File: src/rtl/scale_mux_pkg.sv
// scale_mux_pkg: shared types and round-robin search helper for scale_mux_arb
package scale_mux_pkg;

   typedef enum logic {EMPTY, FULL} out_state_t;

   localparam int MAX_CHANNELS = 64;

   // Returns the first requesting index after ptr, wrapping at n; -1 if none
   function automatic int rr_next(input int ptr, input logic [MAX_CHANNELS-1:0] req, input int n);
      int res;
      int i;
      res = -1;
      for (int k = 1; k <= n; k++) begin
         i = ptr + k;
         if (i >= n) i = i - n;
         if (res < 0 && req[i]) res = i;
      end
      return res;
   endfunction

endpackage

File: src/rtl/scale_rr_arb.sv
// scale_rr_arb: combinational round-robin arbiter, search starts just above PTR
module scale_rr_arb
   import scale_mux_pkg::*;
#(
   parameter int CHANNELS = 2,
   localparam int SEL_W = $clog2(CHANNELS)
) (
   input  logic [CHANNELS-1:0] REQ,
   input  logic [SEL_W-1:0]    PTR,
   output logic [CHANNELS-1:0] GNT,
   output logic [SEL_W-1:0]    GNT_IDX
);

   int idx;

   // One-hot grant plus its index; no request means no grant
   always_comb begin
      idx = rr_next(int'(PTR), MAX_CHANNELS'(REQ), CHANNELS);
      GNT = (idx >= 0) ? CHANNELS'(1) << idx : '0;
      GNT_IDX = (idx >= 0) ? SEL_W'(idx) : '0;
   end

endmodule

File: src/rtl/scale_mux_arb.sv
// scale_mux_arb: N-channel registered mux with valid/ready and round-robin arbitration
// Optional SCALE_MUX_FORCE_EN adds FORCE/SEL to override the arbiter.
module scale_mux_arb
   import scale_mux_pkg::*;
#(
   parameter int SIZE = 1,
   parameter int CHANNELS = 2,
   localparam int SEL_W = $clog2(CHANNELS)
) (
`ifdef SCALE_MUX_FORCE_EN
   input  logic                     FORCE,
   input  logic [SEL_W-1:0]         SEL,
`endif
   input  logic                     CLK,
   input  logic                     RST,
   input  logic [CHANNELS*SIZE-1:0] IN_DATA,
   input  logic [CHANNELS-1:0]      IN_VALID,
   output logic [CHANNELS-1:0]      IN_READY,
   output logic [SIZE-1:0]          OUT,
   output logic                     OUT_VALID,
   input  logic                     OUT_READY,
   output logic [SEL_W-1:0]         OUT_SEL
);

   out_state_t state;
   logic [SEL_W-1:0] ptr, rr_idx, gidx;
   logic [CHANNELS-1:0] rr_gnt, gnt;
   logic load, any, upd_ptr;

   scale_rr_arb #(.CHANNELS(CHANNELS)) u_arb (
      .REQ(IN_VALID),
      .PTR(ptr),
      .GNT(rr_gnt),
      .GNT_IDX(rr_idx)
   );

`ifdef SCALE_MUX_FORCE_EN
   logic force_ok;
   assign force_ok = FORCE && (32'(SEL) < CHANNELS) && IN_VALID[SEL];
   assign gnt = FORCE ? (force_ok ? CHANNELS'(1) << SEL : '0) : rr_gnt;
   assign gidx = FORCE ? SEL : rr_idx;
   assign upd_ptr = ~FORCE;
`else
   assign gnt = rr_gnt;
   assign gidx = rr_idx;
   assign upd_ptr = 1'b1;
`endif

   assign load = (state == EMPTY) | OUT_READY;
   assign any = |gnt;
   assign IN_READY = gnt & {CHANNELS{load & ~RST}};
   assign OUT_VALID = (state == FULL);

   // Output stage: load the granted word, drain to EMPTY when nothing is granted
   always_ff @(posedge CLK) begin
      if (RST) begin
         state <= EMPTY;
         OUT <= '0;
         OUT_SEL <= '0;
         ptr <= SEL_W'(CHANNELS - 1);
      end else if (load) begin
         if (any) begin
            state <= FULL;
            OUT <= IN_DATA[gidx*SIZE +: SIZE];
            OUT_SEL <= gidx;
            if (upd_ptr) ptr <= gidx;
         end else begin
            state <= EMPTY;
         end
      end
   end

endmodule
File: config.mk
export PLATFORM = sky130hd
export DESIGN_NAME = scale_mux_arb
export DESIGN_NICKNAME = d
export VERILOG_FILES = /design/src/rtl/scale_mux_pkg.sv /design/src/rtl/scale_rr_arb.sv /design/src/rtl/scale_mux_arb.sv
export SDC_FILE = /design/constraint.sdc
export NUM_CORES = 1
export LEC_CHECK = 0
export CAP_MARGIN = 20
export CORE_AREA = 2 2 39 41
export CTS_BUF_LIST = sky130_fd_sc_hd__clkbuf_16
export DETAILED_ROUTE_END_ITERATION = 10
export DIE_AREA = 0 0 41 43
export HOLD_SLACK_MARGIN = 0.06
export PLACE_DENSITY = 0.42
export SKIP_LAST_GASP = 1
export SLEW_MARGIN = 20
export SYNTH_ARGS = -nofsm -noshare
export SYNTH_HDL_FRONTEND = slang
export SYNTH_SLANG_ARGS = --single-unit
File: constraint.sdc
create_clock -name CLK -period 2.87 [get_ports CLK]
set_clock_uncertainty 0.05 [all_clocks]
set_input_delay 0.574 -clock CLK [delete_from_list [all_inputs] [get_ports CLK]]
set_output_delay 0.574 -clock CLK [all_outputs]
set_load 0.02 [all_outputs]
==> flow_summary.toml <==
[synth]
yosys.area.top_type_share_pct = 41.0
syn-num-nets = 30
ys_seq_area_share_pct = 41.0
syn_area_um2 = 195
synth-seq-cells = 4
yosys_warnings = 0
syn_inst = 23
synth_area_per_cell_um2 = 8.49
yosysUniqueCellTypes = 17
synth_top_area_cell = "dfxtp_1"
synth_area_leaders = "dfxtp_1, a21oi_1, and4b_1, a211o_1, nand4b_1"

[floorplanning]
initial_core_util_pct = 14.1
die_w_um = 41
die_h_um = 43
core-area_um2 = 1380
dieArea_um2 = 1760
rows = 14
ios = 12

[detailed_routing]
ant_nets = 0
route.detailed.drc = 0
via_count = 215
vias_per_cell = 3.98
drt_iter0_markers = 7
dr.pass1.iters = 2
drt-total-wl_um = 565
routedWlPerCell_um = 10.5

[global_routing]
antenna_found_initial = 0
grt_pass1_vias = 223
grt_max_degree = 7
grt_first_pass_wirelength_um = 952
overflow = 0
track_usage_pct = 8.33

[power]
p_leak_nw = 0.161
power_per_cell_area_nw_per_um2 = 794
max-vdd-ir-drop_mv = 0.285
power_w = 0.000324

[outcome]
status = "completed"

[cells_and_area]
diodes = 0
drive_gt1_share_pct = 15.8
syn_to_final_growth_pct = 109
fin_nets = 47
design_area_um2 = 408

[clock_network]
cts_setup_buffers = 0
cts-buffers-inserted = 3
cts_sinks = 4
clkTransAtPathRegs_ns = 0.03
cts_resized = 0
root_buffer = "clkbuf_16"
htreeDepth = 1
cts_tree = "built"
cts_hold_buffers = 0
clock_path_buffers = 2
insertion_delay_ns = 0.22

[flow_run]
drv_cap = 0

[sta]
grt_setup_unrepaired = "no"
finalMaxSlewViolations = 0
worst_slack_ns = 0.131
period_minus_slack_ns = 2.74
relSlewSlack_pct = 85.2
setup-tns-final_ns = 0
fmax_ghz = 0.365
finalSetupViolCount = 0
min_period_over_period_pct = 95.4
hold_ws_ns = 0.444
finalHoldViolCount = 0
worst_pin_slew_ns = 0.222

[place]
pre_cts_slack_ns = 0.156
hpwl_um = 435
globalplace.congestion = 0.736
portBuffers = 11
placedInstanceArea_um2 = 333

[setup_path]
worstSetupEndpointType = "output port"
critPathMaxStageDelay_ns = 0.63
cp_num_buf_inv = 2
worstSetupStartpointType = "primary input"
cp_max_fo = 3
path_delay_family = "buffers and inverters"
worstPathCellList = "clkdlybuf4s50_1, nand2b_1, nand2_1, nor3_1, clkdlybuf4s50_1"
critPathRequiredTime_ns = 2.25
cp_slowest_cell = "clkdlybuf4s50_1"
cpMostUsedCell = "clkdlybuf4s50_1"
ff2ff_setup_slack_ns = 1.57
critPathArrivalTime_ns = 2.11
crit_type = "primary input to output port"

[worst_hold_path]
hold_class = "register to register"
==> power breakdown <==
group	internal (W)	switching, W
Clock	0.000178	0.0000403
Sequential	0.0000607	0.00000299
Combinational	0.0000233	0.0000184
==> logic make-up after synthesis <==
family / Yosys count / synth area share [%]
simple gates: 13 / 41.0
compound gates: 5 / 16.0
flops: 4 / 41.0
buf+inv: 1 / 1.92
==> layout make-up <==
cell class	count	area (um2)
Clock buffer	3	75.1
Fill cell	143	976
Inverter	1	3.75
Multi-Input combinational cell	18	111
Sequential cell	4	80.1
Tap cell	16	20.0
Timing Repair Buffer	12	118
==> synthesized netlist by cell type <==
cell and number:
and4b_1 1, inv_2 1, nand4b_1 1, nand2_1 2
dfxtp_1 4, nand2b_1 1, o21ai_1 1, nor3_1 1
nor3b_1 1, nor2b_2 1, o21bai_1 1, nand3_1 1
a211o_1 1, a21oi_1 2, nor2b_1 1, or4_1 1
nor2_1 2
==> worst reg2reg max path, delay by kind of cell (launching register included) <==
| family | cells | cell delay, ns |
|---|---|---|
| and+or+nand+nor | 3 | 0.85 |
| DFF | 1 | 0.31 |
==> cell usage in the layout, fill, tap and decap left out <==
cell type and count:
a211o_1 1, a21oi_1 2, and4b_1 1, buf_4 1, clkbuf_16 3, clkdlybuf4s50_1 11
dfxtp_1 4, inv_2 1, nand2_1 2, nand2b_1 1, nand3_1 1, nand4b_1 1
nor2_1 2, nor2b_1 1, nor2b_2 1, nor3_1 1, nor3b_1 1, o21ai_1 1
o21bai_1 1, or4_1 1
==> flip-flops by register name (all words and copies together), names as in the netlist <==
signal     flops
OUT            1
OUT_SEL        1
OUT_VALID      1
ptr            1
==> layer usage <==
| layer | GRT usage, % | part of all wire (%) | wire (um) | vias up |
|---|---|---|---|---|
| met3 | 4.71 | 7.8 | 44 | 0 |
| met1 | 11.9 | 52 | 291 | 92 |
| met2 | 9.69 | 41 | 230 | 8 |
| met4 | 4.00 | 0 | 0 | 0 |
| met5 | 0 | 0 | 0 | - |
| li1 | - | - | - | 115 |
==> final timing paths <==
| kind | startpoint | end | depth (start not counted) |
|---|---|---|---|
| worst max-delay path | OUT_READY | IN_READY[0] | 5 |
| worst min-delay path | OUT_SEL | OUT_SEL | 2 |
| worst max register to register | OUT_VALID | OUT | 3 |
| worst min register to register | OUT_SEL | OUT_SEL | 2 |
==> metrics by stage <==
stage,cells,utilization [%]
finish,54,29.5
CTS,54,29.5
floorplan,23,-
global route,54,29.5
global placement,51,24.1
detailed placement,51,24.1
(Power assumes the default switching activity.)
